**config.mk**
```make
export PLATFORM = sky130hd
export DESIGN_NAME = ni_link_ctrl
export DESIGN_NICKNAME = d
export VERILOG_FILES = /design/src/rtl/ni_link_ctrl.sv
export SDC_FILE = /design/constraint.sdc
export NUM_CORES = 1
export LEC_CHECK = 0
export CORE_MARGIN = 10
export CORE_UTILIZATION = 48
export DETAILED_ROUTE_END_ITERATION = 6
export PLACE_DENSITY = 0.8
export SLEW_MARGIN = 20
export SYNTH_ARGS = -nofsm -noshare
export SYNTH_HDL_FRONTEND = slang
export SYNTH_SLANG_ARGS = --single-unit
```
**constraint.sdc**
```tcl
create_clock -name clk -period 4.6 [get_ports clk]
set_clock_uncertainty 0.05 [all_clocks]
set_input_delay 0.92 -clock clk [delete_from_list [all_inputs] [get_ports clk]]
set_output_delay 0.92 -clock clk [all_outputs]
set_load 0.02 [all_outputs]
```
**src/rtl/ni_link_ctrl.sv**
```systemverilog
// ni_link_ctrl: sequencing controller between the pipeline and the network
// interface. It queues outgoing sends in a first-word-fall-through FIFO and
// schedules one held incoming NI word onto the register-file write port,
// which is shared with pipeline writeback.
module ni_link_ctrl #(
    parameter int         DATA_W     = 32,
    parameter int         NODE_W     = 2,
    parameter int         TX_DEPTH   = 4,
    parameter int         STARVE_MAX = 8,
    parameter logic [4:0] RX_REG     = 5'd30
) (
    input  logic              clk,
    input  logic              rst,
    input  logic [NODE_W-1:0] current_node,
    input  logic              tx_req,
    input  logic [NODE_W-1:0] tx_dest,
    input  logic [DATA_W-1:0] tx_data,
    output logic              tx_stall,
    output logic              ni_valid,
    output logic [NODE_W-1:0] ni_dest,
    output logic [DATA_W-1:0] ni_data,
    input  logic              ni_ready,
    input  logic              rx_valid,
    input  logic [DATA_W-1:0] rx_data,
    output logic              rx_ready,
    input  logic              wb_we,
    output logic              wb_hold,
    output logic              rx_we,
    output logic [4:0]        rx_waddr,
    output logic [DATA_W-1:0] rx_wdata,
    output logic [15:0]       tx_sent_cnt
);

    localparam int AW     = $clog2(TX_DEPTH);
    localparam int PTR_W  = AW + 1;
    localparam int WCNT_W = $clog2(STARVE_MAX + 1);

    typedef enum logic [1:0] {S_IDLE, S_HOLD, S_FORCE} rx_state_t;

    function automatic logic [15:0] sat_inc16(input logic [15:0] v);
        return (v == 16'hFFFF) ? v : v + 16'd1;
    endfunction

    // The node address is carried for debug visibility only.
    logic unused_node;
    assign unused_node = ^current_node;

    // ---------------- TX FIFO ----------------
    logic [NODE_W+DATA_W-1:0] mem_q [TX_DEPTH];
    logic [PTR_W-1:0]         wr_ptr_q, rd_ptr_q;
    logic [PTR_W-1:0]         occ;
    logic                     full, empty, push, pop;
    logic [15:0]              sent_cnt_q;

    // Occupancy comes from the wrapping pointer difference; full is judged
    // before any pop, so a same-cycle pop never frees room for a push.
    always_comb begin
        occ   = wr_ptr_q - rd_ptr_q;
        full  = (occ == PTR_W'(TX_DEPTH));
        empty = (wr_ptr_q == rd_ptr_q);
        push  = tx_req && !full;
        pop   = !empty && ni_ready;
    end

    assign tx_stall              = tx_req && full;
    assign ni_valid              = !empty;
    assign {ni_dest, ni_data}    = mem_q[rd_ptr_q[AW-1:0]];
    assign tx_sent_cnt           = sent_cnt_q;

    // Pointer and sent-count state.
    always_ff @(posedge clk) begin
        if (rst) begin
            wr_ptr_q   <= '0;
            rd_ptr_q   <= '0;
            sent_cnt_q <= '0;
        end else begin
            if (push) wr_ptr_q <= wr_ptr_q + PTR_W'(1);
            if (pop) begin
                rd_ptr_q   <= rd_ptr_q + PTR_W'(1);
                sent_cnt_q <= sat_inc16(sent_cnt_q);
            end
        end
    end

    // FIFO storage; contents need no reset because the pointers gate them.
    always_ff @(posedge clk) begin
        if (push) mem_q[wr_ptr_q[AW-1:0]] <= {tx_dest, tx_data};
    end

    // ---------------- RX scheduler ----------------
    rx_state_t         state_q, state_d;
    logic [WCNT_W-1:0] wait_cnt_q, wait_cnt_d;
    logic [DATA_W-1:0] hold_q;
    logic              capture;

    assign capture  = (state_q == S_IDLE) && rx_valid;
    assign rx_waddr = RX_REG;
    assign rx_wdata = hold_q;

    // State, wait counter and holding register.
    always_ff @(posedge clk) begin
        if (rst) begin
            state_q    <= S_IDLE;
            wait_cnt_q <= '0;
            hold_q     <= '0;
        end else begin
            state_q    <= state_d;
            wait_cnt_q <= wait_cnt_d;
            if (capture) hold_q <= rx_data;
        end
    end

    // Next state: writeback wins the port until the wait budget runs out.
    always_comb begin
        state_d    = state_q;
        wait_cnt_d = wait_cnt_q;
        unique case (state_q)
            S_IDLE: begin
                if (rx_valid) begin
                    state_d    = S_HOLD;
                    wait_cnt_d = '0;
                end
            end
            S_HOLD: begin
                if (!wb_we) begin
                    state_d = S_IDLE;
                end else begin
                    wait_cnt_d = wait_cnt_q + WCNT_W'(1);
                    if (wait_cnt_d == WCNT_W'(STARVE_MAX)) state_d = S_FORCE;
                end
            end
            S_FORCE: state_d = S_IDLE;
            default: state_d = S_IDLE;
        endcase
    end

    // Outputs: ready only when idle and out of reset; forced write blocks writeback.
    always_comb begin
        rx_ready = (state_q == S_IDLE) && !rst;
        rx_we    = 1'b0;
        wb_hold  = 1'b0;
        unique case (state_q)
            S_HOLD:  rx_we = !wb_we;
            S_FORCE: begin
                rx_we   = 1'b1;
                wb_hold = wb_we;
            end
            default: ;
        endcase
    end

endmodule

```
==> metrics.md, run 1 <==
| Metric | Value |
|---|---|
| Total leakage power | between 3 and 4 nW |
| VDD IR-drop max | roughly 0.00026 V |
| Crit path launch type | flip-flop |
| Sum Neg Setup Slack | 0 ps |
| HP Class | flip-flop to flip-flop |
| CP Capture Type | output pin |
| CTS sink cnt | approximately 200 |
| Pwr dens | around 500 nW/µm² |
| Die Height | between 100 and 150 µm |
| Clk root buf | clkbuf_16 |
| Worst Setup Path Type | flip-flop to output pin |
| Yosys reg bits | approximately 200 |
| Hold path startpoint | rx_wdata[11] |
| Post_cts resized | 0 |
| Diode count | 0 |
| Synth Flop Type | edfxtp_1 |
| Total CTS buffers | 17 |
| Global route overflow | 0 |
| Maximum clock path buffer count | 2 |
| Sequential fraction of the synthesis area | between 60% and 70% |
| Crit path max-delay family | buffers and inverters |
| Area leader, netlist | edfxtp_1 |
| Slew HR | around 28% |
| # setup viols final | 0 |
| Avg Cell Area, Syn | between 10 and 15 µm² |
| Most frequent cell after synthesis | edfxtp_1 |
| Die width | between 100 and 150 µm |
| Area growth syn-to-layout | 30.6% |
| Routed vias/inst | 5.21 |
| Post-CTS setup buffers | 0 |
| Global placement routability congestion | 0.772 |
| CTS clock-pin slew for the worst setup and hold paths | approximately 70 ps |
| DRC viols | 0 |
| DR pass1 iterations | 5 |
| Critical Path AT | ~2600 ps |
| Fin crit period | ~3600 ps |
| CP max stage cell | dfxtp_2 |
| Cells after Synth | 510 |
| Synth cell count leaders | edfxtp_1, nand2_1, dfxtp_1 |
| Worst-Margin Slew | 1070 ps |
| Max-slew violations | 0 |
| Total track usage | between 15 and 20% |
| Largest net degree at the start of global routing | slightly above 60 |
| Post-DP HPWL | between 10000 and 15000 µm |
| Ports | ~170 |
| Data required time of the worst path | 3630 ps |
| # rows | 46 |
| Vias in the first global route | around 5000 |
| Final period util | 78.5% |
| Final Core Density | 63.5% |
| Wire per inst | 18.3 µm |
| Worst r2r src | rd_ptr_q[1] |
| FF+latch area | 5330 µm² |
| Fin. Hold Viols | 0 |
| Top cells by area, synth | edfxtp_1, dfxtp_1, mux4_2 |
| Initial antenna violation count | 0 |
| Core Area | between 15000 and 20000 µm² |
| DR vias | 4650 |
| Synth top area share | between 50% and 60% |
| Yosys cell types | 43 |
| Antenna Nets Post-Route | 0 |
| Syn Std Cell Area | about 7600 µm² |
| Layout cells sized above 1 | 11.1% |
| DIE AREA | between 20000 and 25000 µm² |
| RSZ-0062 raised after global routing | no |
| CP cell instances | buf_4, mux4_2, clkdlybuf4s50_1 |
| Non-Filler Cell Area, Final | around 10000 µm² |
| Initial Util | between 40% and 50% |
| H-tree level count | 4 |
| Final net count | ~750 |
| Outcome | finished clean |
| Syn. warnings | 0 |
| # hold bufs at CTS | 0 |
| Worst-Skew Late Latency | 420 ps |
| Number of flops mapped to enable cells by yosys | 136 |
| Final-layout fill cell count | roughly 1100 |
| First-pass GRT wire length | 25700 µm |
| Crit path largest cell delay | ~740 ps |
| Multi-input logic area | 2160 µm² |
| FMAX | between 200 and 300 MHz |
| IO buf count | ~160 |
| CTS tree | built |
| Routed WL | ~16000 µm |
| Max cap viols | 0 |
| Max Fanout on Critical Path | 17 |
| Buf+Inv Stages, Crit Path | 2 |
| Fraction of registers with async set/reset | 0% |
| DRT iter0 DRCs | approximately 170 |
| Cell Area, Placed | roughly 9400 µm² |
-- layer usage --
metal / track usage (%) / wire, µm / vias up
li1: - / - / 2184
met1: 17.1 / 6610 / 2268
met2: 24.5 / 7800 / 176
met3: 7.66 / 1710 / 22
met4: 4.60 / 211 / 0
met5: 0 / 0 / -
-- final timing paths --
path                            cells past startpoint      endpoint  slack, ps
worst max register to register                      7  mem_q[0][12]       2150
worst min register to register                      2  rx_wdata[11]        410
worst min-delay path                                2  rx_wdata[11]        410
worst max-delay path                                3    ni_data[6]        990
-- worst register-to-register path, cell delays in order (launching register included) --
cell and delay (ps):
dfxtp_1 360, inv_1 60, ha_1 160, nand2b_1 150, xnor2_1 230, nor2_1 80
nor2b_1 170, and2_2 780
-- flip-flops by register name, summed over array words and instances, names as in the netlist, named ones only --
register     count
wr_ptr_q         3
tx_sent_cnt     16
rx_wdata        32
mem_q          136
state_q          2
wait_cnt_q       4
rd_ptr_q         3
-- cell usage in the layout, fill, tap and decap left out, types with 3 or more instances in the layout --
cell type and count:
buf_4 4, a21oi_1 37, dfxtp_1 60, xnor2_1 19, inv_6 3, nor4_1 3, ha_1 13, bufinv_16 3
nor2_1 28, nor2b_1 3, nand2_1 76, inv_1 8, nand3_1 7, nand4_1 6, mux2i_1 3, mux4_2 34
clkdlybuf4s50_1 157, nand2b_1 3, edfxtp_1 136, and2_2 4, nor3_1 8, clkbuf_16 17, conb_1 5
-- logic make-up (layout without fill, tap and decap cells) --
group,Yosys count,count (layout),synth area share [%]
AOI/OAI and AO/OA,51,51,3.80
buffers and inverters,37,200,2.23
xor gates and xnor gates,21,21,2.41
and+or+nand+nor,150,150,9.03
DFF,198,198,69.7
adders and majority gates,13,13,2.13
muxes,38,38,10.6
other,2,5,0.0983
-- power by group --
group / internal [mW] / switching (mW)
combinational: 0.666 / 0.666
clock: 0.851 / 0.619
sequential: 2.11 / 0.121
total: 3.62 / 1.41
-- cell type report --
class,count,share of cell area [%]
inverter,8,0.301
multi-input combinational,278,21.6
clock buffer,18,4.30
clock inverter,12,1.52
sequential,198,53.4
timing repair buffer,162,16.1
tap,216,2.71
-- through the flow --
step / total power [mW] / setup slack (ps) / hold slack, ps / std cells
after floorplan: 3.03 / 2030 / 391 / 513
after global placement: 3.59 / 1220 / 393 / 862
after detailed placement: 3.62 / 1230 / 398 / 862
after CTS: 5.09 / 901 / 407 / 892
after global routing: 5.25 / 804 / 425 / 892
final: 5.03 / 990 / 406 / 892
(Power assumes the default switching activity.)
==> run 2, diff against run 1 <==
clock period = 3.63 ns   (was 4.6 ns; I/O delays follow)
==> run 2 against run 1 <==
- sequential share of layout area decreased by 0.094 points
- global-route usage about the same
- cell count up 0.78%
- first-iteration DRC count grew 13%
- setup slack worse by 560 ps
- total power rose by 24%
- core utilization grew 0.11 points
- worst hold slack worse by 2.0 ps
- register-to-register slack got worse by 800 ps
- non-clock buffer count increased by 5
- highest routed layer is now met5
==> metrics.md, run 2 (synthesized netlist as in run 1, its figures left out) <==
| Metric | Value |
|---|---|
| Data required time of the worst path | 2850 ps (-780 ps) |
| # hold bufs at CTS | 0 (unchanged) |
| CP max stage cell | dfxtp_2 |
| Switching Fraction | 29.1% (+1.1 points) |
| Max cap viols | 0 (unchanged) |
| Initial antenna violation count | 1 (+1) |
| Crit path launch type | flip-flop |
| Global placement routability congestion | 0.770 (-0.17%) |
| Multi-input logic area | 2160 µm² (unchanged) |
| First-pass GRT wire length | 25900 µm (+0.97%) |
| WHS Path Cells | 2 (unchanged) |
| Max reg flops | 136 (unchanged) |
| Die Height | 146 µm (unchanged) |
| R2r setup slk | 1350 ps (-800 ps) |
| Die width | 146 µm (unchanged) |
| Wire per inst | 17.9 µm (-2.3%) |
| FF+latch area | 5330 µm² (unchanged) |
| DRT iter0 DRCs | 189 (+13%) |
| Total leakage power | 3.32 nW (+0.16%) |
| Final net count | 757 (+0.66%) |
| H-tree level count | 4 (unchanged) |
| Fin. Hold Viols | 0 (unchanged) |
| DR vias | 4638 (-0.26%) |
| Worst Setup Path Type | flip-flop to output pin |
| FMAX | about 310 MHz |
| Switch Pwr | 1.81 mW (+29%) |
| Commonest non-fill, non-tap cell in the layout | clkdlybuf4s50_1 |
| Internal Power | 4.43 mW (+22%) |
| Largest net degree at the start of global routing | 62 (unchanged) |
| Core Area | 15700 µm² (unchanged) |
| Pwr dens | 625 nW/µm² (+24%) |
| Seq pwr share | 44.7% (+0.4 points) |
| Routed WL | 16100 µm (-1.5%) |
| Hold-critical path endpoint | rx_wdata[29] |
| Worst-case reg-to-reg path depth | 8 (+1) |
| Final setup margin | 431 ps (-558 ps) |
| CTS clock-pin slew for the worst setup and hold paths | 70 ps (about the same) |
| Antenna Nets Post-Route | 0 (unchanged) |
| Fin crit period | 3200 ps |
| VDD IR-drop max | 0.000310 V (+18%) |
| Maximum clock path buffer count | 2 (unchanged) |
| Slew HR | 30.1% (+1.8 points) |
| DR pass1 iterations | 4 (-1) |
| Max Fanout on Critical Path | 11 (-6) |
| # rows | 46 (unchanged) |
| R2R Path End | mem_q[2][10] |
| Ports | 166 (unchanged) |
| Combinational Power Share | 27.9% (+1.4 points) |
| Post-DP HPWL | 11200 µm (+1.1%) |
| Global route overflow | 0 (unchanged) |
| CTS sink cnt | 198 (unchanged) |
| Clk root buf | clkbuf_16 |
| Crit path largest cell delay | 590 ps (-150 ps) |
| Initial Util | 48.6% (unchanged) |
| Tot Pwr | 6.24 mW (+24%) |
| Post-CTS setup buffers | 0 (unchanged) |
| Clock power frac | 27.5% (-1.7 points) |
| Diode count | 0 (unchanged) |
| Area growth syn-to-layout | 30.8% |
| Final-layout fill cell count | 1134 (-1.0%) |
| Total track usage | 15.1% (about the same) |
| Hold path startpoint | rx_wdata[29] |
| CTS tree | built |
| Layout cells sized above 1 | 12.3% (+1.2 points) |
| Total CTS buffers | 17 (unchanged) |
| Worst-Skew Late Latency | 420 ps (about the same) |
| Worst-Margin Slew | 1050 ps (-26.8 ps) |
| Final period util | between 80% and 90% |
| Post-placement setup slack | 567 ps (-661 ps) |
| Vias in the first global route | 4897 (+0.66%) |
| Worst r2r src | rd_ptr_q[1] |
| CP cell instances | buf_4, mux4_2, clkdlybuf4s50_1 |
| DIE AREA | 21400 µm² (unchanged) |
| HP Class | flip-flop to flip-flop |
| RSZ-0062 raised after global routing | no |
| Sum Neg Setup Slack | 0 ps (unchanged) |
| IO buf count | 158 (unchanged) |
| Post_cts resized | 0 (unchanged) |
| # setup viols final | 0 (unchanged) |
| CP Capture Type | output pin |
| Worst Hold Slack | 404 ps (-1.96 ps) |
| Max-slew violations | 0 (unchanged) |
| Routed vias/inst | 5.16 (-1.0%) |
| Critical Path AT | 2420 ps (-220 ps) |
| DRC viols | 0 (unchanged) |
| Most frequent cells in the layout | clkdlybuf4s50_1, edfxtp_1, nand2_1 |
| Outcome | finished clean |
run 2: cell types whose count changed in the layout (fill, tap and decap cells not counted), sizes merged:
cell      delta
buf          +5
bufinv       -3
clkinv       -1
clkinvlp     +3
inv          +3
run 2: power by group through the flow:
stage / clock network (mW) / registers, mW / logic (mW)
after floorplan: 0 / 2.81 / 1.03
after global placement: 0 / 2.83 / 1.74
after detailed placement: 0 / 2.84 / 1.77
after CTS: 1.77 / 2.80 / 1.77
after global routing: 1.87 / 2.82 / 1.86
final: 1.71 / 2.79 / 1.74
run 2: cell type report:
type,count,area share (%)
sequential,198,53.3
multi-input combinational,278,21.6
timing repair buffer,167,16.6
clock buffer,18,4.30
tap,216,2.71
clock inverter,14,1.19
inverter,8,0.301
run 2: worst max-delay path by stage:
| stage | startpoint | endpoint | slack (ps) | depth (start not counted) |
|---|---|---|---|---|
| 2_1_floorplan | rd_ptr_q[1] | mem_q[0][0] | 1240 | 7 |
| 3_3_place_gp | wb_we | rx_we | 620 | 4 |
| 3_5_place_dp | wb_we | rx_we | 570 | 4 |
| 4_1_cts | flip-flop | ni_data[16] | 350 | 3 |
| 5_1_grt | flip-flop | ni_data[14] | 270 | 3 |
| 6_report | flip-flop | ni_data[16] | 430 | 3 |
run 2: through the flow:
step	area [µm²]	util, %	instances
after detailed placement	9440	60.1	867
after CTS	9990	63.6	899
after floorplan	7650	-	513
final	9990	63.6	899
after global placement	9440	60.1	867
after global routing	9990	63.6	899
run 2: critical path, delay by kind of cell, from the launching register on:
kind     cells  cell delay, ps
buf+inv      2             880
mux          1             530
flops        1             590
run 2: routing by layer:
| metal | global-route usage [%] | vias to the layer above | wire [µm] |
|---|---|---|---|
| li1 | - | 2195 | - |
| met4 | 4.55 | 2 | 201 |
| met1 | 17.5 | 2264 | 6680 |
| met2 | 24.4 | 159 | 7680 |
| met5 | 0 | - | 13 |
| met3 | 7.20 | 18 | 1500 |
==> run 3, diff against run 2 <==
TNS_END_PERCENT = 1   (was not set)
==> results of run 3 <==
Final layout, timing and power as in run 2 (identical DEF).
